--- src/rtl/dm_arbiter.sv ---
// Two-port arbiter in front of the single-port data RAM: one fixed-latency
// access per grant, round-robin or M0-priority, with an M1 write-protect window.
module dm_arbiter #(
   parameter int unsigned ADDR_W = 8,
   parameter int unsigned DATA_W = 32,
   parameter bit          RR_EN  = 1'b1,
   parameter logic [ADDR_W-1:0] M1_WP_LIMIT = '0
) (
   input  logic              clk,
   input  logic              clr_n,
   input  logic              m0_req,
   input  logic              m0_we,
   input  logic [ADDR_W-1:0] m0_addr,
   input  logic [DATA_W-1:0] m0_wdata,
   output logic              m0_ack,
   output logic              m0_err,
   output logic [DATA_W-1:0] m0_rdata,
   input  logic              m1_req,
   input  logic              m1_we,
   input  logic [ADDR_W-1:0] m1_addr,
   input  logic [DATA_W-1:0] m1_wdata,
   output logic              m1_ack,
   output logic              m1_err,
   output logic [DATA_W-1:0] m1_rdata,
   output logic [ADDR_W-1:0] ram_addr,
   output logic              ram_cs,
   output logic              ram_rd,
   output logic              ram_oe,
   output logic [DATA_W-1:0] ram_wdata,
   input  logic [DATA_W-1:0] ram_rdata,
   output logic              busy,
   output logic              owner
);

   localparam int unsigned AW1 = ADDR_W + 1;

   typedef enum logic [1:0] {IDLE, ACCESS, DONE} state_t;

   state_t            state_q, state_d;
   logic              last_owner_q, last_owner_d;
   logic              owner_q, owner_d;
   logic              we_q, we_d;
   logic [ADDR_W-1:0] addr_q, addr_d;
   logic [DATA_W-1:0] wdata_q, wdata_d;
   logic              err_q, err_d;

   logic              cs_d, rd_d, busy_d;
   logic [ADDR_W-1:0] ram_addr_d;
   logic [DATA_W-1:0] ram_wdata_d;
   logic              m0_ack_d, m0_err_d, m1_ack_d, m1_err_d;
   logic [DATA_W-1:0] m0_rdata_d, m1_rdata_d;

   logic              win_c;
   logic              sel_we_c;
   logic [ADDR_W-1:0] sel_addr_c;
   logic [DATA_W-1:0] sel_wdata_c;
   logic              wp_hit_c;
   logic [DATA_W-1:0] cap_c;

   // Winner selection and payload mux; addr+1 <= limit avoids a constant compare when limit is 0
   always_comb begin
      win_c       = 1'b0;
      if (m0_req && m1_req) win_c = RR_EN ? ~last_owner_q : 1'b0;
      else                  win_c = m1_req;
      sel_we_c    = win_c ? m1_we    : m0_we;
      sel_addr_c  = win_c ? m1_addr  : m0_addr;
      sel_wdata_c = win_c ? m1_wdata : m0_wdata;
      wp_hit_c    = ({1'b0, sel_addr_c} + AW1'(1)) <= {1'b0, M1_WP_LIMIT};
      cap_c       = (!we_q && !err_q) ? ram_rdata : '0;
   end

   // Next-state and next-output logic
   always_comb begin
      state_d      = state_q;
      last_owner_d = last_owner_q;
      owner_d      = owner_q;
      we_d         = we_q;
      addr_d       = addr_q;
      wdata_d      = wdata_q;
      err_d        = err_q;
      cs_d         = 1'b0;
      rd_d         = 1'b0;
      ram_addr_d   = '0;
      ram_wdata_d  = '0;
      m0_ack_d     = 1'b0;
      m0_err_d     = 1'b0;
      m0_rdata_d   = '0;
      m1_ack_d     = 1'b0;
      m1_err_d     = 1'b0;
      m1_rdata_d   = '0;
      case (state_q)
         IDLE: begin
            if (m0_req || m1_req) begin
               owner_d     = win_c;
               we_d        = sel_we_c;
               addr_d      = sel_addr_c;
               wdata_d     = sel_wdata_c;
               err_d       = win_c & sel_we_c & wp_hit_c;
               cs_d        = ~err_d;
               rd_d        = ~sel_we_c;
               ram_addr_d  = sel_addr_c;
               ram_wdata_d = sel_wdata_c;
               state_d     = ACCESS;
            end
         end
         ACCESS: begin
            state_d = DONE;
            if (owner_q) begin
               m1_ack_d   = 1'b1;
               m1_err_d   = err_q;
               m1_rdata_d = cap_c;
            end else begin
               m0_ack_d   = 1'b1;
               m0_err_d   = err_q;
               m0_rdata_d = cap_c;
            end
         end
         DONE: begin
            last_owner_d = owner_q;
            state_d      = IDLE;
         end
         default: state_d = IDLE;
      endcase
      busy_d = (state_d != IDLE);
   end

   always_ff @(posedge clk or negedge clr_n) begin
      if (!clr_n) begin
         state_q      <= IDLE;
         last_owner_q <= 1'b1;
         owner_q      <= 1'b0;
         we_q         <= 1'b0;
         addr_q       <= '0;
         wdata_q      <= '0;
         err_q        <= 1'b0;
         ram_cs       <= 1'b0;
         ram_rd       <= 1'b0;
         ram_addr     <= '0;
         ram_wdata    <= '0;
         m0_ack       <= 1'b0;
         m0_err       <= 1'b0;
         m0_rdata     <= '0;
         m1_ack       <= 1'b0;
         m1_err       <= 1'b0;
         m1_rdata     <= '0;
         busy         <= 1'b0;
      end else begin
         state_q      <= state_d;
         last_owner_q <= last_owner_d;
         owner_q      <= owner_d;
         we_q         <= we_d;
         addr_q       <= addr_d;
         wdata_q      <= wdata_d;
         err_q        <= err_d;
         ram_cs       <= cs_d;
         ram_rd       <= rd_d;
         ram_addr     <= ram_addr_d;
         ram_wdata    <= ram_wdata_d;
         m0_ack       <= m0_ack_d;
         m0_err       <= m0_err_d;
         m0_rdata     <= m0_rdata_d;
         m1_ack       <= m1_ack_d;
         m1_err       <= m1_err_d;
         m1_rdata     <= m1_rdata_d;
         busy         <= busy_d;
      end
   end

   assign ram_oe = ram_rd;
   assign owner  = owner_q;

endmodule
--- config.mk ---
export PLATFORM = sky130hd
export DESIGN_NAME = dm_arbiter
export DESIGN_NICKNAME = d
export VERILOG_FILES = /design/src/rtl/dm_arbiter.sv
export SDC_FILE = /design/constraint.sdc
export NUM_CORES = 1
export LEC_CHECK = 0
export BUFFER_PORTS_ARGS = -buffer_cell sky130_fd_sc_hd__buf_2
export CORE_MARGIN = 8
export CORE_UTILIZATION = 47
export DETAILED_ROUTE_END_ITERATION = 10
export PLACE_DENSITY = 0.84
export RECOVER_POWER = 25
export SLEW_MARGIN = 0
export SYNTH_ARGS = -nofsm -noshare
export SYNTH_HDL_FRONTEND = slang
export SYNTH_SLANG_ARGS = --single-unit
--- constraint.sdc ---
create_clock -name clk -period 3.5 [get_ports clk]
set_input_delay 0.7 -clock clk [delete_from_list [all_inputs] [get_ports clk]]
set_output_delay 0.7 -clock clk [all_outputs]
set_load 0.1 [all_outputs]
# Word level (Yosys, flattened, before mapping)
# Cells that the tools add are included.
# word_totals
output_inout_bits	113
inputBits	118
wordCells	60
register_bits	117
# classes
n_eq_ne	2
addsub	1
bitwise	5
mux	27
n_reduce_logical	8
n_lt_le_gt_ge	1
# op_table
operator	n
2-to-1 mux 32 bit	8
2-to-1 mux 8 bit	3
2-to-1 mux 1 bit	14
adder 8 x 1 -> 9 bit (second input constant)	1
less-or-equal comparator 9 x 1 -> 1 bit (second input constant)	1
case mux 2 bit (2 select lines)	1
inverter 1 bit	3
bitwise AND 1 bit	2
== test 2 x 1 -> 1 bit (second input constant)	1
== test 2 bit (second input constant)	1
logical AND 1 bit	2
zero test 1 bit	2
zero test 2 bit	1
2-to-1 mux 2 bit	1
AND reduction 2 bit	1
nonzero test 2 bit	1
logical OR 1 bit	1

# Longest topological paths before layout
# depth
depth_word	9
ltp_mapped	5
depth_no_buf	4

# Least setup slack after synthesis
# Ideal clock, no wire load.
# synth_path
path_type	register to output
start	register ram_rd, in the netlist ram_oe
end	output ram_rd
path_stages_with_launch	2
t_arrival_ps	1324
n_path_buf	1
required_ps	2800
slack_ps	1476
cell_sequence	dfrtp_1 -> buf_4
# synth_rtl
element	line	rtl
from (decl)	27	output logic ram_rd,
from (signal assigned)	156	ram_rd <= rd_d;
# No word-level cell between the ends.

==> run metrics <==
Synth Net Count 467; Clock Tree Buf Depth 2; dpl cell area approximately 5300 um^2; share of layout cells above drive strength 1 46.4%; Final period util 62.2%; post-CTS sizing 0; IO buf count 230; register share of total power 27.0%; Final Skew 7.43 ps; P_leak 0.00365 uW; Ports 231; PwrDens between 1000 and 1500 nW/um^2; WS Path Type in -> async; post-detail-place hpwl 8.51 mm; Internal 3120 uW; worst relative slew slack -4.34%; Seq cells post-synth 117; failing checks capacitance limit, slew limit; Sw Ratio 51.3%; Req. time, crit path 3820 ps; xor/xnor share of the synthesized area 0%; Synth Area in Compound Gates 5.31%; chip height 109 um; via count 3,429; Worst Tran Pin Value 1570 ps; Startpoint Class primary input; largest family of logic cells by synthesized area simple AND/OR/NAND/NOR gates; layout net count 692; clk sinks 117; crit path buf inv count 2; antenna-violating nets left 0; CTS tree done; Cell Chain, Critical Path buf_4 -> clkbuf_2; crit path max-delay cell type clkbuf_2; latest clock arrival within the worst-skew pair 500 ps; yosys warns 0; Synth area leader dfrtp_1; Min-Delay Path Class in -> async; status finished, violations left; Top delay family on crit path buffers and inverters; Die X 109 um; Total GRT Usage around a fifth; crit path time final 2180 ps; Final TNS setup 0 ps; Worst EP arrival 2490 ps; final instance area slightly below 6000 um^2; CTS root buf clkbuf_8; Hold Buf Count CTS 0; die footprint 12,000 um^2; row count 34; Comb pwr share 46.3%; CP max FO 66; CP max stage delay approximately 1300 ps; fmax 0.459 GHz; Clk pwr share 26.7%; Starting Density 47.7%; WL per Instance 17.2 um; vias in the first global route 3,547; gr ovfl total 0; drt first pass iters 4; peak supply drop ~0.00050 V; synthesized-area fraction occupied by adder cells 0%; Post-CTS Setup Inserts 0; Critical Path Sink Type async pin; mapped cell area around 4100 um^2; Synth-to-Final Area Change 43.9%; Final Total Pwr 6400 uW; RSZ-0062 raised after global routing no; Core ar. 8590 um^2; share of the synthesized area in the top cell type 70.8%; number of synthesized flops with an enable pin 0; Synth Instances 349; initial antenna violation count 0; Syn Area/Cell 11.7 um^2; fillers between 600 and 700; Routed WL about 12 mm; Num CTS Buffers 17; sequential-to-total area share from yosys stat 71.5%; Placer Congestion 0.766; largest net degree at the start of global routing 67; Final Hold Fails 0; Slew Viols, Final 67; Setup Viol. Count Final 0; Area contributors post-synth dfrtp_1 (71%), and3_1 (9.9%), nand2_1 (7.3%); WHS 228 ps; # H-tree levels 4; Post-Place Worst Slack ~1400 ps; post-synthesis mux area share ~1.3%; # DRC 0; Max-cap violations 1; fraction of registers with async set or reset after synthesis 100%; antenna cells 0; vias per cell 4.94; setup ws final 1320 ps; DRT iter0 DRCs 153; number of distinct library cells after synthesis 21; simple-gate share of the synthesized area 18.9%; NetSw ~3300 uW; Most used DFF post-synth dfrtp_1; Worst-path clk slew 60 ps; first-pass GRT wire length 18.1 mm
==> synth_stat cells, types with 2 or more instances <==
cell and number:
and2b_1 2, dfrtp_1 116, mux2_2 2, and3_1 65
a21oi_1 40, and2_1 3, clkbuf_1 20, nor2_1 4
mux2_4 2, nand2_1 80, buf_2 5
==> power by group through the flow <==
stage          logic, uW  clock network [uW]  registers [uW]
6_report            2960                1710            1730
3_3_place_gp        2940                   0            1750
5_1_grt             3070                1800            1760
3_5_place_dp        2980                   0            1760
4_1_cts             2990                1740            1740
2_1_floorplan        484                   0            3700
==> layout by cell type, fill, tap and decap left out, types with 6 or more instances in the layout <==
master	Yosys	routed
buf_2	5	229
dfrtp_1	116	116
nand2_1	80	80
and3_1	65	65
a21oi_1	40	40
clkbuf_16	0	16
clkinv_4	0	6
==> flip-flops by register name (all words and copies together) (netlist names), 2 cells and up <==
| name | flops |
|---|---|
| ram_wdata | 32 |
| m0_rdata | 32 |
| ram_addr | 8 |
| state_q | 2 |
| m1_rdata | 32 |
==> cell type report <==
| cell class | count | area (um^2) | share of cell area, % |
|---|---|---|---|
| inverters | 2 | 7.51 | 0.127 |
| clock buffers | 17 | 414 | 7.02 |
| flip-flops and latches | 117 | 2930 | 49.7 |
| clock inverters | 14 | 178 | 3.01 |
| repair buffers | 233 | 1170 | 19.9 |
| multi-input cells | 203 | 1060 | 18.0 |
| well taps | 108 | 135 | 2.29 |
==> worst paths after layout <==
check | startpoint | to | slack (ps) | cells past startpoint
worst min register to register | state_q[1]$_DFF_PN0_ | busy$_DFF_PN0_ | 490 | 1
min in group clk | m1_wdata[3] | ram_wdata[3]$_DFF_PN0_ | 430 | 3
worst min-delay path | clr_n | m0_rdata[29]$_DFF_PN0_ | 230 | 1
worst max-delay path | clr_n | ram_wdata[31]$_DFF_PN0_ | 1320 | 2
max in group clk | owner$_DFFE_PN0P_ | owner | 1430 | 1
worst max register to register | state_q[1]$_DFF_PN0_ | m1_rdata[0]$_DFF_PN0_ | 1630 | 3
==> routing by layer <==
metal	up-vias	GRT usage [%]	wire length, um
met3	14	8.50	1370
met4	0	6.65	134
met5	-	0	0
met1	1639	21.6	4360
met2	174	33.4	6080
li1	1602	-	-
==> kinds of logic after synthesis <==
group / count (synthesis)
AND/OR/NAND/NOR: 157
flip-flops: 117
buffers and inverters: 29
AO/OA/AOI/OAI: 42
multiplexers: 4
==> per-stage QoR <==
| stage | utilization [%] | instances |
|---|---|---|
| 2_1_floorplan | - | 349 |
| 3_3_place_gp | 61.9 | 663 |
| 3_5_place_dp | 61.9 | 663 |
| 4_1_cts | 68.8 | 694 |
| 5_1_grt | 68.7 | 694 |
| 6_report | 68.7 | 694 |
Power figures use the tool's default switching activity.
